$ cat src/rtl/tensor_cfg_pkg.sv
// Shared types and field helpers for the tensor config dispatcher.
// Config word layout, MSB-first: operator, sub_op, src_dim, dstn_dim,
// src_addr, dstn_addr, in_size, out_size. The descriptor is the word minus operator.
package tensor_cfg_pkg;

  localparam int unsigned OP_W     = 5;
  localparam int unsigned RANK     = 4;
  localparam int unsigned DIM_W    = 10;
  localparam int unsigned ADDR_W   = 11;
  localparam int unsigned SZ_W     = 3;
  localparam int unsigned MAX_SIZE = 4;
  localparam int unsigned DIMS_W   = RANK * DIM_W;
  localparam int unsigned CFG_W    = 2*OP_W + 2*DIMS_W + 2*ADDR_W + 2*SZ_W;
  localparam int unsigned DESC_W   = CFG_W - OP_W;

  typedef struct packed {
    logic [OP_W-1:0]   op_code;
    logic [OP_W-1:0]   sub_op;
    logic [DIMS_W-1:0] src_dim;
    logic [DIMS_W-1:0] dstn_dim;
    logic [ADDR_W-1:0] src_addr;
    logic [ADDR_W-1:0] dstn_addr;
    logic [SZ_W-1:0]   in_size;
    logic [SZ_W-1:0]   out_size;
  } cfg_t;

  typedef enum logic [1:0] {
    ERR_NONE     = 2'd0,
    ERR_ZERO_DIM = 2'd1,
    ERR_SIZE     = 2'd2,
    ERR_OP       = 2'd3
  } err_code_e;

  typedef enum logic [1:0] {
    ST_IDLE,
    ST_CHECK,
    ST_DISPATCH,
    ST_DROP
  } state_e;

  function automatic logic [OP_W-1:0] get_operator(input cfg_t cfg);
    return cfg.op_code;
  endfunction

  // Element idx of a dimension vector
  function automatic logic [DIM_W-1:0] get_dim(input logic [DIMS_W-1:0] dims,
                                               input int unsigned idx);
    return dims[idx*DIM_W +: DIM_W];
  endfunction

  function automatic logic [DESC_W-1:0] strip_operator(input cfg_t cfg);
    logic [CFG_W-1:0] raw;
    raw = cfg;
    return raw[DESC_W-1:0];
  endfunction

  function automatic logic has_zero_dim(input logic [DIMS_W-1:0] dims);
    logic zero;
    zero = 1'b0;
    for (int unsigned i = 0; i < RANK; i++) begin
      if (get_dim(dims, i) == '0) zero = 1'b1;
    end
    return zero;
  endfunction

endpackage

$ cat src/rtl/tensor_cfg_if.sv
// Config-in / descriptor-out stream bundle.
// slave: dispatcher side; master: host + engine side.
interface tensor_cfg_if
  import tensor_cfg_pkg::*;
#(
  parameter int unsigned NUM_CH = 4
) ();

  logic [CFG_W-1:0]         cfg_in_tdata;
  logic                     cfg_in_tvalid;
  logic                     cfg_in_tready;
  logic [NUM_CH*DESC_W-1:0] desc_out_tdata;
  logic [NUM_CH-1:0]        desc_out_tvalid;
  logic [NUM_CH-1:0]        desc_out_tready;

  modport slave (
    input  cfg_in_tdata, cfg_in_tvalid,
    output cfg_in_tready,
    output desc_out_tdata, desc_out_tvalid,
    input  desc_out_tready
  );

  modport master (
    output cfg_in_tdata, cfg_in_tvalid,
    input  cfg_in_tready,
    input  desc_out_tdata, desc_out_tvalid,
    output desc_out_tready
  );

endinterface

$ cat src/rtl/tensor_cfg_fifo.sv
// Synchronous count-based FIFO.
// Ports: clock, reset_n (sync, active-low), push/wdata, pop/rdata (show-ahead), full, empty.
module tensor_cfg_fifo #(
  parameter int unsigned WIDTH = 8,
  parameter int unsigned DEPTH = 8
) (
  input  logic             clock,
  input  logic             reset_n,
  input  logic             push,
  input  logic [WIDTH-1:0] wdata,
  input  logic             pop,
  output logic [WIDTH-1:0] rdata,
  output logic             full,
  output logic             empty
);

  localparam int unsigned PTR_W = (DEPTH > 1) ? $clog2(DEPTH) : 1;
  localparam int unsigned CNT_W = PTR_W + 1;

  logic [WIDTH-1:0] mem [DEPTH];
  logic [PTR_W-1:0] wr_ptr_q, rd_ptr_q;
  logic [CNT_W-1:0] count_q;
  logic             do_push, do_pop;

  assign do_push = push && !full;
  assign do_pop  = pop && !empty;
  assign full    = (count_q == CNT_W'(DEPTH));
  assign empty   = (count_q == '0);
  assign rdata   = mem[rd_ptr_q];

  // Pointers wrap naturally at the power-of-2 depth
  always_ff @(posedge clock) begin
    if (!reset_n) begin
      wr_ptr_q <= '0;
      rd_ptr_q <= '0;
      count_q  <= '0;
    end else begin
      if (do_push) wr_ptr_q <= wr_ptr_q + PTR_W'(1);
      if (do_pop)  rd_ptr_q <= rd_ptr_q + PTR_W'(1);
      case ({do_push, do_pop})
        2'b10:   count_q <= count_q + CNT_W'(1);
        2'b01:   count_q <= count_q - CNT_W'(1);
        default: count_q <= count_q;
      endcase
    end
  end

  // Storage
  always_ff @(posedge clock) begin
    if (do_push) mem[wr_ptr_q] <= wdata;
  end

endmodule

$ cat src/rtl/tensor_cfg_dispatcher.sv
// Buffers packed tensor-op configs, validates them and routes the
// operator-stripped descriptor to one of NUM_CH engine stream channels.
// Ports: clock, reset_n (sync, active-low); bus (config in / per-channel
// descriptor out streams); err_valid pulse, err_code (held), err_cnt/nop_cnt.
module tensor_cfg_dispatcher
  import tensor_cfg_pkg::*;
#(
  parameter int unsigned NUM_CH   = 4,
  parameter int unsigned IN_DEPTH = 8,
  parameter int unsigned CNT_W    = 16
) (
  input  logic             clock,
  input  logic             reset_n,
  tensor_cfg_if.slave      bus,
  output logic             err_valid,
  output logic [1:0]       err_code,
  output logic [CNT_W-1:0] err_cnt,
  output logic [CNT_W-1:0] nop_cnt
);

  localparam int unsigned CH_W = (NUM_CH > 1) ? $clog2(NUM_CH) : 1;

  logic              fifo_full, fifo_empty, fifo_pop, cfg_ready;
  logic [CFG_W-1:0]  fifo_rdata;
  state_e            state_q, state_d;
  cfg_t              dec_q;
  logic [CH_W-1:0]   ch_q;
  logic [OP_W-1:0]   chk_op;
  logic              chk_nop;
  err_code_e         chk_code;
  logic [CH_W-1:0]   chk_ch;
  logic              load;
  logic [NUM_CH-1:0] slot_valid_q, slot_free;
  logic [DESC_W-1:0] slot_data_q [NUM_CH];
  logic              err_valid_q;
  err_code_e         err_code_q;
  logic [CNT_W-1:0]  err_cnt_q, nop_cnt_q;

  // Ready is held low in reset so every output reads 0 there
  assign cfg_ready         = reset_n && !fifo_full;
  assign bus.cfg_in_tready = cfg_ready;

  tensor_cfg_fifo #(
    .WIDTH (CFG_W),
    .DEPTH (IN_DEPTH)
  ) u_fifo (
    .clock   (clock),
    .reset_n (reset_n),
    .push    (bus.cfg_in_tvalid && cfg_ready),
    .wdata   (bus.cfg_in_tdata),
    .pop     (fifo_pop),
    .rdata   (fifo_rdata),
    .full    (fifo_full),
    .empty   (fifo_empty)
  );

  // Classification of the decode word, highest priority first
  always_comb begin
    chk_op   = get_operator(dec_q);
    chk_nop  = (chk_op == '0);
    chk_ch   = CH_W'(chk_op - OP_W'(1));
    chk_code = ERR_NONE;
    if (32'(chk_op) > NUM_CH)
      chk_code = ERR_OP;
    else if (has_zero_dim(dec_q.src_dim) || has_zero_dim(dec_q.dstn_dim))
      chk_code = ERR_ZERO_DIM;
    else if (32'(dec_q.in_size) > MAX_SIZE || 32'(dec_q.out_size) > MAX_SIZE)
      chk_code = ERR_SIZE;
  end

  // A slot can take a new descriptor if empty or draining this cycle
  assign slot_free = ~slot_valid_q | bus.desc_out_tready;

  // Next-state; a dispatch may pop the next word on the same edge
  always_comb begin
    state_d  = state_q;
    fifo_pop = 1'b0;
    load     = 1'b0;
    unique case (state_q)
      ST_IDLE: begin
        if (!fifo_empty) begin
          fifo_pop = 1'b1;
          state_d  = ST_CHECK;
        end
      end
      ST_CHECK: begin
        state_d = (!chk_nop && chk_code == ERR_NONE) ? ST_DISPATCH : ST_DROP;
      end
      ST_DISPATCH: begin
        if (slot_free[ch_q]) begin
          load = 1'b1;
          if (!fifo_empty) begin
            fifo_pop = 1'b1;
            state_d  = ST_CHECK;
          end else begin
            state_d = ST_IDLE;
          end
        end
      end
      ST_DROP: state_d = ST_IDLE;
      default: state_d = ST_IDLE;
    endcase
  end

  // State, target channel and error/status reporting
  always_ff @(posedge clock) begin
    if (!reset_n) begin
      state_q     <= ST_IDLE;
      ch_q        <= '0;
      err_valid_q <= 1'b0;
      err_code_q  <= ERR_NONE;
      err_cnt_q   <= '0;
      nop_cnt_q   <= '0;
    end else begin
      state_q     <= state_d;
      err_valid_q <= 1'b0;
      if (state_q == ST_CHECK) begin
        ch_q <= chk_ch;
        if (chk_nop) begin
          if (~&nop_cnt_q) nop_cnt_q <= nop_cnt_q + CNT_W'(1);
        end else if (chk_code != ERR_NONE) begin
          err_valid_q <= 1'b1;
          err_code_q  <= chk_code;
          if (~&err_cnt_q) err_cnt_q <= err_cnt_q + CNT_W'(1);
        end
      end
    end
  end

  // Decode register
  always_ff @(posedge clock) begin
    if (fifo_pop) dec_q <= fifo_rdata;
  end

  // Channel slot valids: load wins over a same-edge drain
  always_ff @(posedge clock) begin
    if (!reset_n) begin
      slot_valid_q <= '0;
    end else begin
      for (int unsigned c = 0; c < NUM_CH; c++) begin
        if (load && ch_q == CH_W'(c))
          slot_valid_q[c] <= 1'b1;
        else if (bus.desc_out_tready[c])
          slot_valid_q[c] <= 1'b0;
      end
    end
  end

  // Channel slot payloads
  always_ff @(posedge clock) begin
    for (int unsigned c = 0; c < NUM_CH; c++) begin
      if (load && ch_q == CH_W'(c)) slot_data_q[c] <= strip_operator(dec_q);
    end
  end

  for (genvar g = 0; g < NUM_CH; g++) begin : g_out
    assign bus.desc_out_tdata[g*DESC_W +: DESC_W] = slot_data_q[g];
  end

  assign bus.desc_out_tvalid = slot_valid_q;
  assign err_valid           = err_valid_q;
  assign err_code            = err_code_q;
  assign err_cnt             = err_cnt_q;
  assign nop_cnt             = nop_cnt_q;

endmodule

$ cat src/flat_wrapper.sv
// flat-port wrapper written by rule: the top's interface ports become plain ports
module tensor_cfg_dispatcher_flat import tensor_cfg_pkg::*;
#(
  parameter int unsigned NUM_CH   = 4,
  parameter int unsigned IN_DEPTH = 8,
  parameter int unsigned CNT_W    = 16
)
  (clock, reset_n, err_valid, err_code, err_cnt, nop_cnt, bus_cfg_in_tdata, bus_cfg_in_tvalid, bus_cfg_in_tready, bus_desc_out_tdata, bus_desc_out_tvalid, bus_desc_out_tready);
  tensor_cfg_if #(.NUM_CH(NUM_CH)) bus_i ();
  input  logic clock;
  input  logic reset_n;
  output logic err_valid;
  output logic [1:0] err_code;
  output logic [CNT_W-1:0] err_cnt;
  output logic [CNT_W-1:0] nop_cnt;
  input wire logic [$bits(bus_i.cfg_in_tdata)-1:0] bus_cfg_in_tdata;
  input wire logic [$bits(bus_i.cfg_in_tvalid)-1:0] bus_cfg_in_tvalid;
  output wire logic [$bits(bus_i.cfg_in_tready)-1:0] bus_cfg_in_tready;
  output wire logic [$bits(bus_i.desc_out_tdata)-1:0] bus_desc_out_tdata;
  output wire logic [$bits(bus_i.desc_out_tvalid)-1:0] bus_desc_out_tvalid;
  input wire logic [$bits(bus_i.desc_out_tready)-1:0] bus_desc_out_tready;
  assign bus_i.cfg_in_tdata = bus_cfg_in_tdata;
  assign bus_i.cfg_in_tvalid = bus_cfg_in_tvalid;
  assign bus_cfg_in_tready = bus_i.cfg_in_tready;
  assign bus_desc_out_tdata = bus_i.desc_out_tdata;
  assign bus_desc_out_tvalid = bus_i.desc_out_tvalid;
  assign bus_i.desc_out_tready = bus_desc_out_tready;
  tensor_cfg_dispatcher #(.NUM_CH(NUM_CH), .IN_DEPTH(IN_DEPTH), .CNT_W(CNT_W)) u_core (.clock(clock), .reset_n(reset_n), .bus(bus_i), .err_valid(err_valid), .err_code(err_code), .err_cnt(err_cnt), .nop_cnt(nop_cnt));
endmodule
$ cat config.mk
export PLATFORM = sky130hd
export DESIGN_NAME = tensor_cfg_dispatcher_flat
export DESIGN_NICKNAME = d
export VERILOG_FILES = /design/src/rtl/tensor_cfg_pkg.sv /design/src/rtl/tensor_cfg_if.sv /design/src/rtl/tensor_cfg_fifo.sv /design/src/rtl/tensor_cfg_dispatcher.sv /design/src/flat_wrapper.sv
export SDC_FILE = /design/constraint.sdc
export NUM_CORES = 1
export LEC_CHECK = 0
export BUFFER_PORTS_ARGS = -buffer_cell sky130_fd_sc_hd__buf_2
export CORE_MARGIN = 2
export CORE_UTILIZATION = 41
export DETAILED_ROUTE_END_ITERATION = 16
export PLACE_DENSITY = 0.59
export SYNTH_ARGS = -nofsm -noshare
export SYNTH_HDL_FRONTEND = slang
export SYNTH_SLANG_ARGS = --single-unit
$ cat constraint.sdc
create_clock -name clock -period 19.1 [get_ports clock]
set_clock_uncertainty 0.2 [all_clocks]
set_input_delay 3.82 -clock clock [delete_from_list [all_inputs] [get_ports clock]]
set_output_delay 3.82 -clock clock [all_outputs]
set_load 0.1 [all_outputs]
==> results of run 1 <==
-- flip-flops by register name, indices dropped and copies added (netlist names), 3 cells and up --
| signal | count |
|---|---|
| u_core.u_fifo.mem | 944 |
| u_core.slot_data_q | 452 |
| u_core.dec_q | 113 |
| u_core.err_cnt | 16 |
| u_core.nop_cnt | 16 |
| u_core.chk_op | 5 |
| u_core.bus.desc_out_tvalid | 4 |
| u_core.u_fifo.count_q | 4 |
| u_core.u_fifo.rd_ptr_q | 3 |
| u_core.u_fifo.wr_ptr_q | 3 |
-- layout make-up --
class	instances	area, um^2
antenna	13	32.5
clock buffer	187	4220
clock inverter	106	1100
fill	10700	67700
inverter	11	41.3
multi-input combinational	630	8500
sequential	1567	46500
tap	1768	2210
timing repair buffer	651	3430
-- layer usage --
metal  global-route usage [%]  wire, um  part of all wire [%]
met5                        0       218                  0.18
met4                     5.87      2840                   2.3
met3                     4.32      7010                   5.7
met2                     29.5     61000                    50
met1                     22.6     51100                    42
-- worst max-delay path: cells and delay by family --
family / cells / cell delay (ps)
buf+inv: 3 / 1140
compound gates: 1 / 270
-- cells in the final DEF, fill, tap and decap left out, types with 22 or more instances in the layout --
master	count
nand2_1	28
mux4_2	237
buf_4	28
clkinv_1	28
clkbuf_16	165
buf_2	616
clkinv_2	35
nor2_1	44
dfxtp_1	50
edfxtp_1	1514
a21oi_1	22
mux2_2	118
-- final timing paths --
path | startpoint | cells after the start | end
worst min-delay path | u_core.err_code[0]$_SDFFE_PN0P_ | 2 | u_core.err_code[0]$_SDFFE_PN0P_
worst max register to register | u_core.u_fifo.rd_ptr_q[0]$_SDFFE_PN0P_ | 4 | u_core.dec_q[39]$_DFFE_PN_
worst max-delay path | reset_n | 4 | bus_cfg_in_tready
worst min register to register | u_core.err_code[0]$_SDFFE_PN0P_ | 2 | u_core.err_code[0]$_SDFFE_PN0P_
-- cell usage after synthesis (6+ instances only) --
library cell	n
and3_1	7
nor4_1	16
nand4_1	14
dfxtp_1	53
xor2_1	15
edfxtp_1	1514
nand2b_1	6
mux4_2	237
a21oi_1	22
nor2_1	50
ha_1	8
buf_1	12
inv_1	10
o21ai_0	9
mux2_2	118
clkbuf_1	31
nand2_1	28
buf_2	28
nor3_1	6
nand3_1	17
or3_1	10
-- per-stage QoR --
stage / setup slack (ps) / instance area [um^2] / std cells
global route: 9720 / 66100 / 4928
CTS: 9840 / 66000 / 4920
finish: 9830 / 66100 / 4933
floorplan: 2590 / 55400 / 2285
detailed placement: 9850 / 60700 / 4627
global placement: 9860 / 60700 / 4627
-- report_power, final --
part           internal [mW]  switching [mW]  total [mW]
registers               4.26           0.287        4.54
logic                  0.585            1.01        1.59
clock network           1.80            1.30        3.11
-- kinds of logic (layout without fill, tap and decap cells) --
group	after synthesis	count (layout)
fa+ha+maj	9	9
mux	359	359
simple gates	188	188
xor+xnor	19	19
buf+inv	88	955
compound gates	55	55
other cells	0	13
flops	1567	1567
==> reports/results.ini, run 1 <==
[synthesis]
mappedNetlistArea_um2 = 55400
synth-compound-area-share_pct = 0.665
synthSimpleGateAreaFrac_pct = 1.89
synth-adder-area-share_pct = 0.217
synth_top_family_by_area = multiplexers
synthXorXnorAreaFrac_pct = 0.301
ys_top_cells_by_area = edfxtp_1 (82%), mux4_2 (9.6%), mux2_2 (2.4%)
synthArstFlopShare_pct = 0
muxShareOfSynthArea_pct = 12.1
syn-num-nets = 2419
synth_edf_count = 1514
synth_cell_type_count = 60
ys_seq_area_share_pct = 84.1
synth_flop_cell = edfxtp_1
syn_avg_cell_area_um2 = 24.2
yosysTopAreaCell = edfxtp_1
yosysTopAreaCellShare_pct = 82.1
synthesis.instances = 2285
ys_warn_count = 0
ys_seq_elements = 1567

[cts]
cts_resized = 0
clock_latency_ps = 790
cts_made_buffers = 162
cts-hold-fix-buffers = 0
clk_pin_slew_worst_paths_ps = 60
cts_tree = done
clockRootBuffer = clkbuf_16
clock-sinks = 1567
cts_max_level = 4
cts_setup_buffers = 0
cts_buffer_depth = 3

[setup_path]
start_kind = input port
crit_slowest_cell = buf_2
critPathMaxStageDelay_ps = 470
r2r_slack_ps = 15000
worst-setup-path-type = input port to output port
worstPathCellList = buf_2, inv_2, a21oi_1, buf_2
critPathMostFrequentCell = buf_2
worstPathArrival_ps = 5250
required_ps = 15080
path_max_fanout = 44
crit_path_end_kind = output port

[place]
dp_hpwl_um = 70200
io_buffers = 616
place_congestion = 0.753

[timing]
setup_viol = 0
max_slew_margin_pct = 11.6
finalHoldViolCount = 0
fin_hold_ws_ps = 259
period_share_pct = 48.6
fmax_ghz = 0.108
worst_pin_slew_ps = 1330
rsz0062_at_grt = no
period_minus_slack_ps = 9270
setup-tns-final_ps = 0
drv_slew = 0

[run]
cap_violations = 0

[pwr]
leakage_nw = 21.7
power.total_mw = 9.25
vdd_drop_max_v = 0.000191
cellPowerDensity_nw_per_um2 = 140

[finish]
syn_to_final_growth_pct = 19.4
fin_nets = 3157
postLayoutCoreUtil_pct = 49.4
drive_gt1_share_pct = 40.7

[global_routing]
grt_pass1_wl_um = 176000
grt_pass1_vias = 26600
track_usage_pct = 17.6
grt_antenna_before_repair = 47
grt_max_degree = 152
grt.overflow.total = 0

[drt]
drtIter0Drc = 1747
via_per_inst = 5.11
drtAntennaViolNets = 0
wirelength_um = 122000
drc = 0
wl_per_cell_um = 24.8
dr.pass1.iters = 5
num_vias = 25200

[floorplan]
io_pins = 617
initial_core_util_pct = 41.4
rows = 134
die_h_um = 371
coreArea_um2 = 134000
dieArea_um2 = 138000
die_x_um = 371

[run_status]
status = completed

[min_path]
hp-class = flop to flop

Note: power is estimated with default switching activity, not from simulation.
==> run 2: changes to the inputs <==
- clock period: 19.1 -> 9.7 ns (I/O delays scaled with it)
==> run 2 against run 1 <==
Worst hold slack better by 38 ps. Critical endpoint unchanged. Largest cell class unchanged. Clock power grew 87%. Flip-flop and latch count stayed put. First-iteration DRC count is 15% higher. Sequential share of layout area rose by 0.39 points. Clock-buffer cell count increased by 9. Total power increased by 94%.
==> reports/results.ini, run 2 (synthesis gave the netlist of run 1 again) <==
[timing]
rsz0062_at_grt = no
finalHoldViolCount = 0
fmax_ghz = 0.182
setup_viol = 0
drv_slew = 0
setup-tns-final_ps = 0
period_minus_slack_ps = 5490
finalWorstSetupSlack_ps = 4210
worst_pin_slew_ps = 1100
period_share_pct = 56.6
max_slew_margin_pct = 26.6

[cts]
cts_buffer_depth = 3
cts_max_level = 4
cts_resized = 0
cts-hold-fix-buffers = 0
clock_latency_ps = 790
clockRootBuffer = clkbuf_16
cts_setup_buffers = 0
cts_made_buffers = 159
clock-sinks = 1567
clk_pin_slew_worst_paths_ps = 60
cts_tree = done

[place]
place_congestion = 0.780
pre_cts_slack_ps = 3650
dpl_cell_area_um2 = 60700
dp_hpwl_um = 74900
io_buffers = 616

[drt]
via_per_inst = 5.19
wirelength_um = 124000
num_vias = 25600
dr.pass1.iters = 4
wl_per_cell_um = 25.1
drc = 0
drtIter0Drc = 2001
drtAntennaViolNets = 0

[pwr]
internal_power_mw = 12.9
leakage_nw = 21.5
swShare_pct = 28.2
clockPowerShare_pct = 32.5
vdd_drop_max_v = 0.000177
p_sw_mw = 5.07
p_seq_share_pct = 49.6
p_comb_share_pct = 17.9
cellPowerDensity_nw_per_um2 = 273

[floorplan]
io_pins = 617
initial_core_util_pct = 41.4
coreArea_um2 = 134000
dieArea_um2 = 138000
die_h_um = 371
rows = 134
die_x_um = 371

[setup_path]
crit_slowest_cell = buf_2
worstPathCellList = buf_2, inv_2, a21oi_1, buf_2
worst-setup-path-type = input port to output port
critPathMaxStageDelay_ps = 470
required_ps = 7560
start_kind = input port
path_delay_family = buffers and inverters
crit_path_end_kind = output port
critPathMostFrequentCell = buf_2
worst-path-buf-inv = 3
path_max_fanout = 44
worstPathArrival_ps = 3350

[global_routing]
grt_pass1_wl_um = 178000
grt_pass1_vias = 26800
grt.overflow.total = 0
grt_antenna_before_repair = 51
track_usage_pct = 17.8
grt_max_degree = 144

[finish]
syn_to_final_growth_pct = 18.7
top_register = u_core.u_fifo.mem
reg.largest.list = u_core.u_fifo.mem x944, u_core.slot_data_q x452, u_core.dec_q x113
final_common_cell = edfxtp_1
final_cell_mix = edfxtp_1 (1514), buf_2 (616), mux4_2 (237)
fillers = 10700
multiInputGateArea_um2 = 8540
largest_register_ffs = 944
fin_nets = 3157
regArea_um2 = 46500
final_area_um2 = 65700
drive_gt1_share_pct = 40.0

[run]
cap_violations = 0

[run_status]
status = completed

[min_path]
hp-class = flop to flop

## run 2: cell types whose count changed in the layout (fill, tap and decap cells not counted), sizes merged
cell      before  now
inv           20   22
clkinv        74   71
clkbuf       187  196
clkinvlp       8    3
bufinv        15   10
buf          651  654
diode         13    6
## run 2: area by class of cell
class	instances	area share, %
sequential	1567	70.8
multi-input combinational	630	13.0
clock buffer	196	6.36
timing repair buffer	654	5.14
tap	1768	3.37
clock inverter	95	1.22
inverter	11	0.0628
antenna	6	0.0228
## run 2: metrics by stage
step | util [%] | hold WS, ps | cells | total power [mW]
finish | 49.1 | 296 | 4927 | 17.9
global route | 49.1 | 312 | 4926 | 18.6
CTS | 49.1 | 294 | 4921 | 18.2
detailed placement | 45.4 | 278 | 4630 | 12.3
global placement | 45.4 | 280 | 4630 | 12.3
floorplan | - | 232 | 2285 | 11.4
## run 2: worst paths after layout
check,cells after the start,to,startpoint,slack (ps)
min,0,u_core.slot_data_q[0][112]$_DFFE_PP_,u_core.dec_q[112]$_DFFE_PN_,300
min reg2reg,0,u_core.slot_data_q[0][112]$_DFFE_PP_,u_core.dec_q[112]$_DFFE_PN_,300
max,4,bus_cfg_in_tready,reset_n,4210
max reg2reg,4,u_core.dec_q[93]$_DFFE_PN_,u_core.u_fifo.rd_ptr_q[0]$_SDFFE_PN0P_,5840
## run 2: power groups by stage
stage               logic (mW)  clock network (mW)  registers [mW]
floorplan                 1.77                   0            9.62
finish                    3.20                5.83            8.90
global route              3.43                6.23            8.98
detailed placement        3.26                   0            9.05
CTS                       3.28                5.97            8.92
global placement          3.24                   0            9.02
## run 2: metal layers
metal  global-route usage, %  vias up  wire (um)
li1                        -    11000          -
met3                    4.57      250       8300
met1                    23.5    13300      51300
met4                    5.15       38       2780
met2                    29.3      908      61300
met5                       0        -        241
